===== src/rtl/breakout_pkg.sv =====
// Shared definitions for the breakout video/SPI blocks: line width, SPI opcodes
// and the block-state arbiter FSM encoding.
package breakout_pkg;

    localparam int   LINE_WIDTH   = 13;
    localparam logic SPI_OP_SHIFT = 1'b0;
    localparam logic SPI_OP_WRITE = 1'b1;

    typedef enum logic {
        ARB_IDLE,
        ARB_REALIGN
    } arb_state_t;

endpackage


===== src/rtl/block_state_arbiter.sv =====
// Single owner of the block-line store control port: video ops pass straight through,
// buffered SPI ops run only in vblank, and the head row is re-aligned to 0 every frame.
module block_state_arbiter #(
    parameter int NUM_ROWS   = 16,
    parameter int LINE_WIDTH = breakout_pkg::LINE_WIDTH
) (
    input  logic                        clk,
    input  logic                        nRst,
    input  logic                        vblank,
    input  logic                        frame_pulse,
    input  logic                        vid_next,
    input  logic                        vid_write,
    input  logic [LINE_WIDTH-1:0]       vid_line,
    input  logic                        spi_valid,
    output logic                        spi_ready,
    input  logic                        spi_op,
    input  logic [LINE_WIDTH-1:0]       spi_line,
    output logic                        st_next,
    output logic                        st_write,
    output logic [LINE_WIDTH-1:0]       st_line,
    output logic [$clog2(NUM_ROWS)-1:0] head_idx,
    output logic                        busy
);

    import breakout_pkg::arb_state_t;
    import breakout_pkg::ARB_IDLE;
    import breakout_pkg::ARB_REALIGN;

    localparam int            IW       = $clog2(NUM_ROWS);
    localparam logic [IW-1:0] LAST_ROW = IW'(NUM_ROWS - 1);

    arb_state_t            state;
    logic                  pend;
    logic                  pend_op;
    logic [LINE_WIDTH-1:0] pend_line;

    logic                  vid_op;
    logic                  spi_go;
    logic [IW-1:0]         head_next;
    logic [IW-1:0]         head_after;

    assign vid_op     = vid_next || vid_write;
    assign spi_go     = pend && vblank && (state == ARB_IDLE) && !vid_op && !frame_pulse;
    assign head_next  = (head_idx == LAST_ROW) ? '0 : head_idx + IW'(1);
    assign head_after = st_next ? head_next : head_idx;

    assign spi_ready  = !pend;
    assign busy       = (state == ARB_REALIGN);

    // NOTE: every output gets a default before the priority chain so no latch is inferred.
    always_comb begin
        st_next  = 1'b0;
        st_write = 1'b0;
        st_line  = '0;
        if (vid_op) begin
            st_next  = vid_next;
            st_write = vid_write;
            st_line  = vid_line;
        end else if (state == ARB_REALIGN) begin
            st_next  = 1'b1;
        end else if (spi_go) begin
            st_next  = 1'b1;
            st_write = pend_op;
            st_line  = pend_line;
        end
    end

    // Frame start only triggers a realign if the head will not already sit on row 0.
    always_ff @(posedge clk or negedge nRst) begin
        if (!nRst) begin
            state    <= ARB_IDLE;
            head_idx <= '0;
        end else begin
            if (st_next) begin
                head_idx <= head_next;
            end
            if (state == ARB_IDLE) begin
                if (frame_pulse && (head_after != '0)) begin
                    state <= ARB_REALIGN;
                end
            end else if (st_next && (head_next == '0)) begin
                state <= ARB_IDLE;
            end
        end
    end

    // Accept and drain are mutually exclusive: accept needs an empty buffer, drain a full one.
    always_ff @(posedge clk or negedge nRst) begin
        if (!nRst) begin
            pend      <= 1'b0;
            pend_op   <= 1'b0;
            pend_line <= '0;
        end else if (spi_go) begin
            pend      <= 1'b0;
        end else if (spi_valid && !pend) begin
            pend      <= 1'b1;
            pend_op   <= spi_op;
            pend_line <= spi_line;
        end
    end

endmodule


===== config.mk =====
export PLATFORM = sky130hd
export DESIGN_NAME = block_state_arbiter
export DESIGN_NICKNAME = d
export VERILOG_FILES = /design/src/rtl/breakout_pkg.sv /design/src/rtl/block_state_arbiter.sv
export SDC_FILE = /design/constraint.sdc
export NUM_CORES = 1
export LEC_CHECK = 0
export ABC_AREA = 1
export ABC_CLOCK_PERIOD_IN_PS = 1250
export BUFFER_PORTS_ARGS = -buffer_cell sky130_fd_sc_hd__buf_2
export CAP_MARGIN = 20
export CORE_ASPECT_RATIO = 0.75
export CORE_MARGIN = 8
export CORE_UTILIZATION = 35
export DETAILED_ROUTE_END_ITERATION = 6
export PLACE_DENSITY = 0.74
export SETUP_SLACK_MARGIN = 0.02
export SYNTH_ARGS = -nofsm -noshare
export SYNTH_HDL_FRONTEND = slang
export SYNTH_SLANG_ARGS = --single-unit

===== constraint.sdc =====
create_clock -name clk -period 1.25 [get_ports clk]
set_input_delay 0.25 -clock clk [delete_from_list [all_inputs] [get_ports clk]]
set_output_delay 0.25 -clock clk [all_outputs]
set_load 0.02 [all_outputs]

* Word-level counts from Yosys, hierarchy flattened
Index checks and enable logic that the tools add are counted.
Storage, ports and cells: register bits after elaboration 20, bits in latches 0, RAM bits 0, ROM bits 0, output and inout port bits 21, logic and storage cells 40, memories kept 0
Operators by class: add/subtract/negate cells 1, multipliers 0, div/mod/pow operators 0, $lt $le $gt $ge 0, eq/ne operators 1, shift operators 0, multiplexer cells 16, bitwise gates (word level) 2, reduce and logical (&&, ||, !) cells 15
Operators with widths (count):
- 13-bit two-way mux | 3
- 1-bit two-way mux | 11
- 4-bit two-way mux | 2
- 1-bit logical AND | 7
- 4-bit by 1-bit adder with 4-bit output (second input constant) | 1
- 4-bit equality test (second input constant) | 1
- 4-bit zero test | 1
- 4-bit nonzero test | 1
- 1-bit zero test | 3
- 1-bit NOT | 2
- 2-bit AND reduction | 1
- 2-bit nonzero test | 1
- 1-bit logical OR | 1

* Longest topological paths before layout
Gate-level depths: netlist (run 1).
depth in word-level cells 12, mapped depth 12

* Worst setup path after synthesis (run 1)
OpenSTA, ideal clock, no wires.
path type register to output, start point reg state, in the netlist busy, end point out st_line[10], arrival 1434 ps, setup slack -434 ps, cell stages (with the launch flop) 5, buffers on the path 1, cell sequence dfrtp_1 > nor2_1 > nand3_1 > buf_2 > o21ai_0
On the way: cells in the longest elaborated chain, start to end 7
RTL lines:
- from (decl) | RTL line block_state_arbiter.sv:32 | arb_state_t state;
- from (signal assigned) | RTL line block_state_arbiter.sv:71 | state <= ARB_IDLE;
- from (signal assigned) | RTL line block_state_arbiter.sv:79 | state <= ARB_REALIGN;
- from (signal assigned) | RTL line block_state_arbiter.sv:82 | state <= ARB_IDLE;
- 1-bit NOT
- 1-bit logical AND (3 in series) | RTL line block_state_arbiter.sv:43 | assign spi_go = pend && vblank && (state == ARB_IDLE) && !vid_op && !frame_pulse;
- 13-bit two-way mux | RTL line block_state_arbiter.sv:61 | end else if (spi_go) begin
- 13-bit two-way mux (*) | RTL line block_state_arbiter.sv:59 | end else if (state == ARB_REALIGN) begin
- 13-bit two-way mux (*) | RTL line block_state_arbiter.sv:55 | if (vid_op) begin
- to (decl) | RTL line block_state_arbiter.sv:20 | output logic [LINE_WIDTH-1:0] st_line,
Every way passes the cells marked *; elsewhere a longest branch is shown, timed or not.

* Final worst setup path (run 1)
start point reg state, in the netlist busy, end point out st_line[8]
Same word-level chain as after synthesis.

==> summary.md, run 1 <==
| Metric | Value |
|---|---|
| CP arrival | `1.35 ns` |
| Most frequent cells in the layout | `buf_2, buf_4, inv_1, nor2_1` |
| Slew headroom | `71.1%` |
| Synth top area share | `46.0%` |
| Fin. Hold Viols | `0` |
| Area contributors post-synth | `dfrtp_1, o21ai_0, inv_1` |
| Finish-stage setup viols | `18` |
| CTS root buf | `clkbuf_8` |
| H-tree depth reported by CTS | `1` |
| Global-route wire length before repair | `5.87 mm` |
| Wire per inst | `13.7 um` |
| Routed Antenna Nets | `0` |
| Initial antenna violation count | `0` |
| Worst skew pair latency | `0.26 ns` |
| Num CTS Buffers | `3` |
| Clk pin slew, worst setup/hold paths | `0.07 ns` |
| Area leader, netlist | `dfrtp_1` |
| Core region area | `2960 um2` |
| GPL Wtd Cong | `0.891` |
| Vias in the first global route | `1271` |
| Initial DRT Pass Iterations | `4` |
| Nature of the critical path endpoint | `output pin` |
| N_diodes | `0` |
| Sequential area share after synthesis | `46.0%` |
| Post-synth cell types | `21` |
| Mapped Cells | `144` |
| GR Layer Usage met2 | `25.3%` |
| Final #Nets | `258` |
| Post-route insts no fill | `259` |
| Skew final | `0.00784 ns` |
| Pwr per Cell Area | `1710 nW/um2` |
| Drt total wl | `3.55 mm` |
| Met1 usage | `15.9%` |
| CTS tree | `yes` |
| GRT overflow | `0` |
| Vias per cell | `4.79` |
| Vias | `1241` |
| Period utilization | `128%` |
| # rows | `17` |
| Yosys reg bits | `20` |
| Fraction of layout instances using a drive strength above 1 | `51.1%` |
| Die width | `80.4 um` |
| Synth-to-Final Area Change | `74.5%` |
| Syn_area_per_cell | `7.56 um2` |
| Grt met3 use | `4.05%` |
| Flop-to-flop setup slack | `-0.23 ns` |
| # port buffers | `54` |
| Height of the die | `64.3 um` |
| Ports | `55` |
| Pleak | `0.000973 uW` |
| Final Util | `64.2%` |
| Dpl hpwl | `2.70 mm` |
| Status | `finished with violations` |
| Tmin final | `1.60 ns` |
| Max FO, Critical Path | `9` |
| Max Slew Vio Count | `0` |
| Failing checks | `negative setup slack` |
| Critical path class | `reg2out` |
| Peak VDD IR | `0.854 mV` |
| Total GRT Usage | `14.1%` |
| GR peak layer | `met2` |
| Mapped Nets | `180` |
| WP data required | `1.00 ns` |
| Most common cell after layout, fill and taps aside | `buf_2` |
| Initial drt markers | `53` |
| CTS max path bufs | `2` |
| Post-placement cell count | `252` |
| Final worst-path setup slack | `-0.355 ns` |
| Drt drc | `0` |
| Hold crit path type | `in2reg` |
| Number of max-cap violations | `0` |
| Largest net degree at the start of global routing | `29` |
| Die Area | `5170 um2` |
| Mapped Area | `1090 um2` |
| Unrepaired setup endpoints after global routing | `yes` |
| Slew @ Worst Pin | `0.433 ns` |
| Total number of yosys warnings | `0` |
| CP startpoint kind | `register` |
| Initial Util | `36.8%` |
| Fmax | `0.623 GHz` |
| # clock sinks | `20` |
## repair_timing
item                                   in CTS  in global routing
setup endpoints to repair                  20                 27
buffers inserted                            2                  1
endpoints found under the hold margin      20                  0
cloned                                      0                  0
pin swaps                                   2                  0
gates resized for setup                    31                 21
hold buffers                                1                  0
## layer usage
metal	part of all wire [%]	routed length [um]
met5	0	0
met4	1.7	59
met3	4.9	174
met2	52	1850
met1	41	1460
## stage by stage
step / TNS, ns / total power (uW) / setup slack [ns] / cell area (um2) / hold WS [ns]
floorplan: -1.32 / 2050 / -0.112 / 1230 / -0.0456
global placement: -1.72 / 2580 / -0.120 / 1670 / 0.222
detailed placement: -2.00 / 2620 / -0.152 / 1670 / 0.219
CTS: -5.02 / 3200 / -0.355 / 1830 / 0.223
global route: -6.33 / 3520 / -0.406 / 1900 / 0.236
finish: -5.25 / 3260 / -0.355 / 1900 / 0.224
## cell families (layout without fill, tap and decap cells)
family / Yosys count / in the layout / synth area share, %
DFF: 20 / 20 / 46.0
adders and majority gates: 2 / 2 / 2.30
buffers and inverters: 29 / 106 / 10.3
xor gates and xnor gates: 1 / 1 / 0.805
AOI/OAI and AO/OA: 44 / 44 / 20.7
and+or+nand+nor: 48 / 48 / 19.9
## flip-flops by register name, indices dropped and copies added, names as in the netlist
| name | cells |
|---|---|
| busy | 1 |
| head_idx | 4 |
| pend | 1 |
| pend_line | 13 |
| pend_op | 1 |
## Yosys cell counts
library cell / instances
a21oi_1: 14
buf_2: 3
clkbuf_1: 2
clkinv_1: 1
dfrtp_1: 20
ha_1: 2
inv_1: 22
inv_2: 1
nand2_1: 16
nand2_2: 3
nand2_4: 1
nand3_1: 6
nand3_2: 1
nand4_1: 1
nor2_1: 19
o21ai_0: 26
o21ai_1: 2
o21bai_1: 1
o31ai_1: 1
or2_4: 1
xor2_1: 1
## layout make-up
cell class,instances,area (um2)
flip-flops and latches,20,505
fillers,240,1060
well taps,38,47.5
inverters,24,90.1
multi-input cells,95,638
repair buffers,78,573
clock buffers,4,45.0
## power by group
part	switching (uW)	internal, uW	leakage, uW
logic	955	713	0.000737
registers	191	967	0.000213
clock network	204	227	0.0000228
## worst max-delay path, cell delays in order (launching register included)
cell     delay, ns
dfrtp_2       0.42
nor2_4        0.12
nand3_4       0.10
buf_12        0.17
o21ai_4       0.14
buf_6         0.14
## final timing paths
path                            cells after the start      endpoint         start
max in group asynchronous                           2   head_idx[0]          nRst
min in group asynchronous                           2   head_idx[3]          nRst
worst max-delay path                                5    st_line[8]          busy
worst min-delay path                                3          pend     spi_valid
worst min register to register                      2  pend_line[2]  pend_line[2]
worst max register to register                     11          busy          busy
(Power assumes the default switching activity.)
==> run 2: changes to the inputs <==
--- a/config.mk
+++ b/config.mk
@@ -5,12 +5,10 @@
 export SDC_FILE = /design/constraint.sdc
 export NUM_CORES = 1
 export LEC_CHECK = 0
-export ABC_AREA = 1
 export ABC_CLOCK_PERIOD_IN_PS = 1250
 export BUFFER_PORTS_ARGS = -buffer_cell sky130_fd_sc_hd__buf_2
 export CAP_MARGIN = 20
 export CORE_ASPECT_RATIO = 0.75
-export CORE_MARGIN = 8
 export CORE_UTILIZATION = 35
 export DETAILED_ROUTE_END_ITERATION = 6
 export PLACE_DENSITY = 0.74
==> run 2 against run 1 <==
  * The flow still finishes with violations (negative setup slack)
  * Synthesized cell count decreased by 36%
  * Non-clock buffer count decreased by 5
  * Highest routed layer unchanged
  * Register-to-register slack got worse by 0.21 ns
  * Worst hold slack got worse by 0.0036 ns
  * Critical path type unchanged
  * Largest power group unchanged
  * Synthesized area decreased by 2.0%
  * Combinational power about the same
  * First-iteration DRC count decreased by 68%
  * Die area decreased by 37%
  * Sequential share of layout area increased by 0.33 points
==> summary.md, run 2 <==
| Metric | Value |
|---|---|
| Multi-input logic area | `681 um2 (+6.7%)` |
| Fmax | `0.574 GHz (-7.9%)` |
| Fin. Hold Viols | `0 (unchanged)` |
| Fraction of layout instances using a drive strength above 1 | `70.4% (+19 points)` |
| Synth cell count leaders | `dfrtp_1, mux2_2, a22o_1, nand2_1` |
| Critical path class | `reg2out` |
| Synth-to-Final Area Change | `76.2%` |
| Unrepaired setup endpoints after global routing | `yes` |
| Asr flop ratio synth | `100% (unchanged)` |
| Largest net degree at the start of global routing | `21 (-28%)` |
| # port buffers | `54 (unchanged)` |
| Synth top area share | `46.9% (+0.92 points)` |
| Initial drt markers | `17 (-68%)` |
| Biggest register | `pend_line` |
| Drt total wl | `3.29 mm (-7.1%)` |
| Die width | `65.8 um (-18%)` |
| Number of synthesized flops with an enable pin | `0 (unchanged)` |
| Total GRT Usage | `21.1% (+7.0 points)` |
| Clk pin slew, worst setup/hold paths | `0.08 ns (about the same)` |
| Total number of yosys warnings | `0 (unchanged)` |
| Period utilization | `139% (+11 points)` |
| Fillcell total | `189 (-21%)` |
| Most frequent cell after synthesis | `dfrtp_1` |
| Height of the die | `49.8 um (-23%)` |
| Vias | `1047 (-16%)` |
| Yosys reg bits | `20 (unchanged)` |
| Final #Nets | `199 (-23%)` |
| # clock sinks | `20 (unchanged)` |
| Core region area | `2740 um2 (-7.2%)` |
| Initial Util | `38.9% (+2.1 points)` |
| Routed Antenna Nets | `0 (unchanged)` |
| CP startpoint kind | `register` |
| Worst skew pair latency | `0.26 ns (about the same)` |
| Skew final | `0.00590 ns (-0.00194 ns)` |
| Final worst-path setup slack | `-0.493 ns (-0.138 ns)` |
| Ports | `55 (unchanged)` |
| CTS root buf | `clkbuf_8` |
| Critical-path top delay cell | `dfrtp_1` |
| Post-synth cell types | `30 (+43%)` |
| Status | `finished with violations` |
| Pwr per Cell Area | `1790 nW/um2 (+4.5%)` |
| Initial antenna violation count | `0 (unchanged)` |
| Die Area | `3280 um2 (-37%)` |
| # rows | `16 (-1)` |
| Flop-to-flop setup slack | `-0.44 ns (-0.21 ns)` |
| Initial DRT Pass Iterations | `4 (unchanged)` |
| Slew @ Worst Pin | `0.443 ns (+0.00945 ns)` |
| Peak VDD IR | `1.02 mV (+19%)` |
| Global-route wire length before repair | `5.03 mm (-14%)` |
| CTS tree | `yes` |
| Max Slew Vio Count | `0 (unchanged)` |
| Max reg flops | `13 (unchanged)` |
| Most frequent cells in the layout | `buf_2, buf_6, dfrtp_1, mux2_4, buf_4` |
| H-tree depth reported by CTS | `1 (unchanged)` |
| Hold crit path type | `in2reg` |
| Crit path cell chain | `buf_4 > buf_6 > nor4bb_2 > a211o_1 > buf_6` |
| CTS max path bufs | `2 (unchanged)` |
| Tmin final | `1.74 ns (+0.138 ns)` |
| Area leader, netlist | `dfrtp_1` |
| Max stage delay on crit path | `0.39 ns (-0.03 ns)` |
| Syn_area_per_cell | `11.6 um2 (+53%)` |
| Most common cell after layout, fill and taps aside | `buf_2` |
| WP data required | `1.00 ns (about the same)` |
| Post-route insts no fill | `198 (-24%)` |
| Vias in the first global route | `1090 (-14%)` |
| Drt drc | `0 (unchanged)` |
| Nature of the critical path endpoint | `output pin` |
| Mapped Cells | `92 (-36%)` |
| Area contributors post-synth | `dfrtp_1, mux2_2, a22o_1` |
| Max FO, Critical Path | `3 (-6)` |
| N_diodes | `0 (unchanged)` |
| Mapped Nets | `128 (-29%)` |
| FF+latch area | `507 um2 (+0.25%)` |
| Mapped Area | `1070 um2 (-2.0%)` |
| CP arrival | `1.49 ns (+0.14 ns)` |
| Sequential area share after synthesis | `46.9% (+0.92 points)` |
| Finish-stage setup viols | `36 (+18)` |
| Pleak | `0.000891 uW (-8.4%)` |
| Slew headroom | `70.5% (-0.63 points)` |
| Wire per inst | `16.6 um (+22%)` |
| Num CTS Buffers | `3 (unchanged)` |
| Power, Total | `3370 uW (+3.5%)` |
| Top Registers | `pend_line (13), head_idx (4)` |
| Most used DFF post-synth | `dfrtp_1` |
| Cell mode on critical path | `buf_6` |
| Post-placement cell count | `188 (-25%)` |
| Failing checks | `negative setup slack` |
| Vias per cell | `5.29 (+10%)` |
| GRT overflow | `0 (unchanged)` |
| GPL Wtd Cong | `0.864 (-3.0%)` |
| Number of max-cap violations | `0 (unchanged)` |
run 2: cell types whose count changed after synthesis, sizes merged, moves of 4 or more:
cell,delta
o21ai,-27
inv,-20
nor2,-16
mux2,+15
a21oi,-14
nand2,-14
a22o,+13
nand3,-4
run 2: area by class of cell:
class	count	share of cell area (%)
multi-input cells	62	36.2
repair buffers	73	31.5
flip-flops and latches	20	26.9
clock buffers	4	2.40
well taps	36	2.40
inverters	3	0.599
run 2: timing repair:
action                                  4_1_cts  5_1_grt
setup buffers                                 3        2
endpoints found under the setup margin       39       39
resized for setup                            45       14
hold buffers                                  1        0
cloned                                        1        0
pin swaps                                     1        1
endpoints found under the hold margin        20        0
run 2: worst paths after layout:
kind | start | end | cells past startpoint
worst min register to register | pend_line[1] | pend_line[1] | 1
worst min-delay path | spi_line[0] | pend_line[0] | 2
max in group asynchronous | nRst | head_idx[2] | 2
worst max-delay path | pend | st_next | 5
min in group asynchronous | nRst | pend_op | 2
worst max register to register | pend | busy | 7
run 2: cells by family after synthesis:
family                     after synthesis  synth area share [%]
AOI/OAI and AO/OA                       23                  17.6
xor gates and xnor gates                 1                 0.821
adders and majority gates                2                  2.34
buffers and inverters                   10                  4.81
DFF                                     20                  46.9
muxes                                   15                  15.8
and+or+nand+nor                         21                  11.7
run 2: power breakdown:
group / internal [uW] / switching, uW
clock network: 227 / 213
logic: 961 / 685
registers: 978 / 305
total: 2170 / 1200
run 2: per-stage QoR:
step	utilization (%)	setup TNS, ns	setup slack [ns]	hold slack (ns)	area [um2]
detailed placement	58.0	-5.45	-0.310	0.221	1590
floorplan	-	-2.75	-0.212	-0.0456	1210
CTS	66.8	-8.86	-0.471	0.216	1830
global placement	58.0	-4.78	-0.282	0.217	1590
finish	68.6	-10.55	-0.493	0.220	1880
global route	68.6	-12.27	-0.555	0.209	1880
run 2: layer usage:
metal	wire length (um)	track usage, %	share of wire [%]
met1	1330	25.4	40
met2	1720	35.5	52
met3	160	5.32	4.9
met4	81	8.33	2.5
met5	0	0	0
run 2: critical path, delay by kind of cell (launching register included):
kind / cells / cell delay, ns
buffers and inverters: 3 / 0.40
flip-flops: 1 / 0.39
AO/OA/AOI/OAI: 1 / 0.28
AND/OR/NAND/NOR: 1 / 0.16
